$ cat config.mk
export PLATFORM = sky130hd
export DESIGN_NAME = pipeline_hazard_ctrl
export DESIGN_NICKNAME = d
export VERILOG_FILES = /design/src/rtl/mips_pkg.sv /design/src/rtl/hazard_cmp.sv /design/src/rtl/pipeline_hazard_ctrl.sv
export SDC_FILE = /design/constraint.sdc
export NUM_CORES = 1
export LEC_CHECK = 0
export CORE_MARGIN = 3
export CORE_UTILIZATION = 50
export DETAILED_ROUTE_END_ITERATION = 6
export HOLD_SLACK_MARGIN = 0.03
export PLACE_DENSITY_LB_ADDON = 0.12
export SLEW_MARGIN = 5
export SYNTH_ARGS = -nofsm -noshare
export SYNTH_HDL_FRONTEND = slang
export SYNTH_SLANG_ARGS = --single-unit
$ cat constraint.sdc
create_clock -name clk -period 4.1 [get_ports clk]
set_input_delay 1.23 -clock clk [delete_from_list [all_inputs] [get_ports clk]]
set_output_delay 1.23 -clock clk [all_outputs]
set_load 0.005 [all_outputs]
$ cat src/rtl/mips_pkg.sv
// mips_pkg: types and constants shared by the pipeline hazard controller.
//   hz_state_t : controller FSM state (RUN, STALL, FLUSH)
//   sb_slot_t  : one scoreboard entry, {valid, dest[4:0]}
//   REG_ZERO   : architectural zero register, never a real dependency
package mips_pkg;

   typedef enum logic [1:0] {RUN, STALL, FLUSH} hz_state_t;

   typedef struct packed {
      logic       valid;
      logic [4:0] dest;
   } sb_slot_t;

   localparam logic [4:0] REG_ZERO = 5'd0;

   // True when a valid in-flight slot will write register r.
   function automatic logic slot_match(input sb_slot_t s, input logic [4:0] r);
      return s.valid && (s.dest == r);
   endfunction

endpackage

$ cat src/rtl/hazard_cmp.sv
// hazard_cmp: checks one ID source register against the EX, MEM and WB
// scoreboard slots.
//   i_src      : source register number read by the ID instruction
//   i_uses     : the ID instruction actually reads i_src
//   i_ex_slot  : EX slot  {valid, dest}
//   i_mem_slot : MEM slot {valid, dest}
//   i_wb_slot  : WB slot  {valid, dest}
//   o_hit      : i_src is pending in at least one slot
module hazard_cmp
   import mips_pkg::*;
(
   input  logic [4:0] i_src,
   input  logic       i_uses,
   input  logic [5:0] i_ex_slot,
   input  logic [5:0] i_mem_slot,
   input  logic [5:0] i_wb_slot,
   output logic       o_hit
);

   sb_slot_t w_ex;
   sb_slot_t w_mem;
   sb_slot_t w_wb;

   assign w_ex  = sb_slot_t'(i_ex_slot);
   assign w_mem = sb_slot_t'(i_mem_slot);
   assign w_wb  = sb_slot_t'(i_wb_slot);

   // WB counts as pending: the register file does not forward a same-cycle write.
   assign o_hit = i_uses && (i_src != REG_ZERO) &&
                  (slot_match(w_ex, i_src) || slot_match(w_mem, i_src) ||
                   slot_match(w_wb, i_src));

endmodule

$ cat src/rtl/pipeline_hazard_ctrl.sv
// pipeline_hazard_ctrl: stall/redirect controller for a 5-stage MIPS pipeline
// without forwarding. A shadow scoreboard tracks destinations in EX/MEM/WB.
//   clk, reset          : clock, synchronous active-low reset
//   id_rs, id_rt        : source registers of the ID instruction
//   id_uses_rs/_rt      : ID instruction reads rs / rt
//   id_reg_write,id_dest: ID instruction writes id_dest
//   mem_pc_src          : taken branch resolved in MEM
//   pc_write,if_id_write: PC / IF-ID load enables
//   *_flush             : bubble injection per pipeline register
//   stall_cycles        : count of data-stall cycles
//   flush_events        : count of accepted redirects
module pipeline_hazard_ctrl
   import mips_pkg::*;
#(
   parameter int CNT_W = 32
) (
   input  logic             clk,
   input  logic             reset,
   input  logic [4:0]       id_rs,
   input  logic [4:0]       id_rt,
   input  logic             id_uses_rs,
   input  logic             id_uses_rt,
   input  logic             id_reg_write,
   input  logic [4:0]       id_dest,
   input  logic             mem_pc_src,
   output logic             pc_write,
   output logic             if_id_write,
   output logic             if_id_flush,
   output logic             id_ex_flush,
   output logic             ex_mem_flush,
   output logic [CNT_W-1:0] stall_cycles,
   output logic [CNT_W-1:0] flush_events
);

   hz_state_t        r_state;
   hz_state_t        w_next_state;
   sb_slot_t         r_ex_slot;
   sb_slot_t         r_mem_slot;
   sb_slot_t         r_wb_slot;
   logic [CNT_W-1:0] r_stall_cnt;
   logic [CNT_W-1:0] r_flush_cnt;

   logic w_rs_hit;
   logic w_rt_hit;
   logic w_hz;
   logic w_redirect;
   logic w_stall;

   hazard_cmp u_cmp_rs (
      .i_src      (id_rs),
      .i_uses     (id_uses_rs),
      .i_ex_slot  (r_ex_slot),
      .i_mem_slot (r_mem_slot),
      .i_wb_slot  (r_wb_slot),
      .o_hit      (w_rs_hit)
   );

   hazard_cmp u_cmp_rt (
      .i_src      (id_rt),
      .i_uses     (id_uses_rt),
      .i_ex_slot  (r_ex_slot),
      .i_mem_slot (r_mem_slot),
      .i_wb_slot  (r_wb_slot),
      .o_hit      (w_rt_hit)
   );

   assign w_hz = w_rs_hit || w_rt_hit;
   // In FLUSH, EX/MEM holds a squashed bubble, so a held mem_pc_src is stale.
   assign w_redirect = mem_pc_src && (r_state != FLUSH);
   // A redirect overrides a stall: the stalled ID instruction is wrong-path.
   assign w_stall = w_hz && !w_redirect;

   // Pipeline control outputs, forced safe while reset is low.
   always_comb begin
      pc_write     = 1'b1;
      if_id_write  = 1'b1;
      if_id_flush  = 1'b0;
      id_ex_flush  = 1'b0;
      ex_mem_flush = 1'b0;
      if (!reset) begin
         pc_write     = 1'b0;
         if_id_write  = 1'b0;
         if_id_flush  = 1'b1;
         id_ex_flush  = 1'b1;
         ex_mem_flush = 1'b1;
      end else if (w_redirect) begin
         if_id_flush  = 1'b1;
         id_ex_flush  = 1'b1;
         ex_mem_flush = 1'b1;
      end else if (w_hz) begin
         pc_write    = 1'b0;
         if_id_write = 1'b0;
         id_ex_flush = 1'b1;
      end else begin
         pc_write    = 1'b1;
         if_id_write = 1'b1;
      end
   end

   // FSM next-state logic.
   always_comb begin
      w_next_state = r_state;
      case (r_state)
         RUN: begin
            if (mem_pc_src)  w_next_state = FLUSH;
            else if (w_hz)   w_next_state = STALL;
            else             w_next_state = RUN;
         end
         STALL: begin
            if (mem_pc_src)  w_next_state = FLUSH;
            else if (!w_hz)  w_next_state = RUN;
            else             w_next_state = STALL;
         end
         FLUSH:   w_next_state = RUN;
         default: w_next_state = RUN;
      endcase
   end

   // State, scoreboard shift and event counters.
   always_ff @(posedge clk) begin
      if (!reset) begin
         r_state     <= RUN;
         r_ex_slot   <= '0;
         r_mem_slot  <= '0;
         r_wb_slot   <= '0;
         r_stall_cnt <= '0;
         r_flush_cnt <= '0;
      end else begin
         r_state <= w_next_state;
         if (id_ex_flush) begin
            r_ex_slot <= '0;
         end else begin
            r_ex_slot.valid <= id_reg_write && (id_dest != REG_ZERO);
            r_ex_slot.dest  <= id_dest;
         end
         r_mem_slot  <= ex_mem_flush ? sb_slot_t'(6'd0) : r_ex_slot;
         r_wb_slot   <= r_mem_slot;
         r_stall_cnt <= r_stall_cnt + {{(CNT_W-1){1'b0}}, w_stall};
         r_flush_cnt <= r_flush_cnt + {{(CNT_W-1){1'b0}}, w_redirect};
      end
   end

   assign stall_cycles = r_stall_cnt;
   assign flush_events = r_flush_cnt;

endmodule
==> flow_summary.toml <==
[run_status]
outcome = "finished, final reports clean"

[synth]
syn_inst = 406
synthesis.nets = 431
syn_area_per_cell_um2 = 9.55
synth_cell_type_count = 33
number_of_synthesized_flops_with_an_enable_pin = 0
synth_seq_cells = 84
ys_async_sr_fraction = 0
synth_seq_area_share = 0.434
yosysWarnings = 0
dominantRegCellSynth = "sky130_fd_sc_hd__dfxtp_1"
synth_area_mm2 = 0.00388

[timing]
post-route-min-period_ps = 4030
tns_ps = 0
timing.final.crit_share = 0.982
rsz0062_at_grt = "true"
timing.final.max_slew_violations = 0
slew_headroom = 0.665
fmax_mhz = 248
setup_violations = 0
finalClockSkew_ps = 5.80
report.final.hold_viol_count = 0
worstMarginPinSlew_ps = 502

[floorplan]
floorplan.die.width_um = 94.1
core.rowCount = 31
die-area_mm2 = 0.00885
core_mm2 = 0.00737
fp.dieH_um = 94.1
start_util = 0.526
boundaryPins = 90

[worst_hold_path]
whs_path_depth = 1
min-delay-path-class = "reg2reg"
min_to = "r_state[0]"
holdCritStartpoint = "r_state[1]"

[routing]
post-route-drc-count = 0
wirelength_mm = 8.45
routed_via_density = 5.08
wire_per_inst_um = 13.6
detailroute.via_count = 3157
first_iter_violations = 64
drt_pre_antenna_iters = 4
antenna_nets_post_route = 0

[run]
max_cap_violations = 0

[setup_path]
r2r_end = "stall_cycles[30]"
critical_path_max_stage_delay_ps = 550
r2r_setup_slack_ps = 1130
timing.critical_path.cells = "dlygate4sd2_1 > or4_1 > o21ai_2 > a31oi_1 > nor2_2 > buf_6 > nand2_1 > buf_2"
critical-path-slowest-cell = "sky130_fd_sc_hd__or4_1"
timing.critical_path.from_type = "input pin"
worstReg2RegStart = "r_ex_slot[4]"
crit_path_end_kind = "primary output"
worst_ep_arrival_time_ps = 2800
path_depth = 8
worst-path-max-fanout = 9
cp_data_required_time_ps = 2870
timing_worst_setup_path_type = "in2out"
critical_path.n_buffers_inverters = 3
reg2regPathDepth = 14
top_cell_family_by_delay_on_the_critical_path = "simple AND/OR/NAND/NOR gates"

[grt]
globalRoute.totalOverflow = 0
gr-max-usage-layer = "met2"
grt_start_max_net_pins = 51
grt_first_pass_wirelength_mm = 14.3
groute.usage.overall = 0.203
globalRouteMet3Util = 0.0465
global_route.usage.met1 = 0.252
first_global_vias = 3079
gr-usage-met2 = 0.345
antenna_found_initial = 0

[cts]
clockRootBuffer = "sky130_fd_sc_hd__clkbuf_8"
cts-buffers-inserted = 9
cts_tree = "built"
htreeDepth = 3
clock-sinks = 84
post_cts_buffers = 0
cts_buffer_depth = 2
clk-insertion-delay-late_ps = 330
worst_setup_hold_path_clk_slew_ps = 80

[place]
dp.cells = 606
globalplace.congestion = 0.870
detailedPlacementHpwl_mm = 6.33
placement.io_buffers = 89

[power_and_ir_drop]
power_leakage_nw = 2.09
power_density_mw_per_mm2 = 276
irDropWorstVdd_mv = 0.210

[final_layout]
insertedDiodeCount = 0
syn_to_final_growth_pct = 33.7
finalNetCount = 543
finish.cell_count_without_fillers = 621
fraction_of_final_layout_cells_sized_beyond_drive_strength_1 = 0.103
## cell usage in the layout, fill, tap and decap left out, types with 4 or more instances in the layout
cell,Yosys,routed
sky130_fd_sc_hd__a21boi_0,5,5
sky130_fd_sc_hd__a21boi_1,6,5
sky130_fd_sc_hd__and2_1,61,61
sky130_fd_sc_hd__and3_1,14,14
sky130_fd_sc_hd__and4_1,8,8
sky130_fd_sc_hd__buf_2,1,4
sky130_fd_sc_hd__buf_4,2,21
sky130_fd_sc_hd__clkbuf_8,0,11
sky130_fd_sc_hd__clkdlybuf4s50_1,0,76
sky130_fd_sc_hd__dfxtp_1,84,84
sky130_fd_sc_hd__dlygate4sd2_1,0,7
sky130_fd_sc_hd__inv_1,6,6
sky130_fd_sc_hd__nand2_1,17,17
sky130_fd_sc_hd__nand3_1,37,37
sky130_fd_sc_hd__nand4_1,8,8
sky130_fd_sc_hd__nor2_1,10,9
sky130_fd_sc_hd__nor2b_1,8,8
sky130_fd_sc_hd__nor4_1,7,6
sky130_fd_sc_hd__o21ai_0,12,10
sky130_fd_sc_hd__or3_1,10,10
sky130_fd_sc_hd__xnor2_1,36,36
sky130_fd_sc_hd__xor2_1,44,44
## report_power, final
group	internal [mW]	total (mW)	switching, mW	leakage [nW]
logic	0.0472	0.0860	0.0389	1.32
clock network	0.249	0.516	0.267	0.0893
registers	0.823	0.831	0.00807	0.678
total	1.12	1.43	0.314	2.09
## area by class of cell
cell class | instances | area (um2)
multi-input combinational | 304 | 2140
clock buffer | 13 | 159
timing repair buffer | 113 | 1050
fill | 610 | 2180
clock inverter | 2 | 10.0
sequential | 84 | 1680
tap | 99 | 124
inverter | 6 | 22.5
## synthesized netlist by cell type (9+ instances only)
| cell | number | area, um2 |
|---|---|---|
| sky130_fd_sc_hd__and3_1 | 14 | 87.6 |
| sky130_fd_sc_hd__nand3_1 | 37 | 185 |
| sky130_fd_sc_hd__clkbuf_1 | 9 | 33.8 |
| sky130_fd_sc_hd__o21ai_0 | 12 | 60.1 |
| sky130_fd_sc_hd__xor2_1 | 44 | 385 |
| sky130_fd_sc_hd__dfxtp_1 | 84 | 1680 |
| sky130_fd_sc_hd__xnor2_1 | 36 | 315 |
| sky130_fd_sc_hd__and2_1 | 61 | 382 |
| sky130_fd_sc_hd__nand2_1 | 17 | 63.8 |
| sky130_fd_sc_hd__or3_1 | 10 | 62.6 |
| sky130_fd_sc_hd__nor2_1 | 10 | 37.5 |
## per-stage QoR
stage | worst slack, ps | cell area, um2 | power, mW | utilization | hold slack (ps)
finish | 71.9 | 5180 | 1.43 | 0.704 | 469
global route | -7.78 | 5180 | 1.50 | 0.704 | 499
CTS | 10.2 | 5170 | 1.45 | 0.701 | 445
detailed placement | -579 | 5010 | 0.940 | 0.680 | 445
global placement | -493 | 5010 | 0.940 | 0.680 | 432
floorplan | 343 | 3880 | 0.888 | - | 413
## how the worst max path moves through the flow
| stage | startpoint | end | slack (ps) |
|---|---|---|---|
| after floorplan | id_rt[0] | pc_write | 340 |
| after global placement | id_rt[3] | id_ex_flush | -490 |
| after detailed placement | id_rs[2] | id_ex_flush | -580 |
| after CTS | mem_pc_src | ex_mem_flush | 10 |
| after global routing | id_rs[3] | stall_cycles[30] | -8 |
| final | id_rs[2] | id_ex_flush | 70 |
## registers in the layout (all words and copies together) (netlist names)
signal and cells:
r_wb_slot 6, r_ex_slot 6, flush_events 32, r_state 2, stall_cycles 32, r_mem_slot 6
## worst register-to-register path, delay by kind of cell, from the launching register on
family | cells | cell delay [ps]
flip-flops | 1 | 350
buffers and inverters | 2 | 220
AO/OA/AOI/OAI | 2 | 360
adder cells (fa/ha/maj) | 2 | 350
XOR/XNOR | 1 | 170
AND/OR/NAND/NOR | 7 | 1450
## per-layer routing
metal	routed length, um	vias up
met1	3830	1483
li1	-	1601
met5	0	-
met3	410	10
met2	4110	63
met4	106	0
## logic make-up (layout without fill, tap and decap cells)
kind of cell,count (synthesis),in the layout,share of synthesized area
buffers and inverters,18,134,0.0197
adders and majority gates,4,4,0.0129
and+or+nand+nor,193,193,0.308
AOI/OAI and AO/OA,27,27,0.0448
xor gates and xnor gates,80,80,0.181
DFF,84,84,0.434
## timing repair
item / CTS / global route
hold buffers: 0 / 0
pin swaps: 9 / 8
resized for setup: 26 / 8
hold endpoints to repair: 0 / 0
endpoints found under the setup margin: 5 / 19
Power figures use the tool's default switching activity.
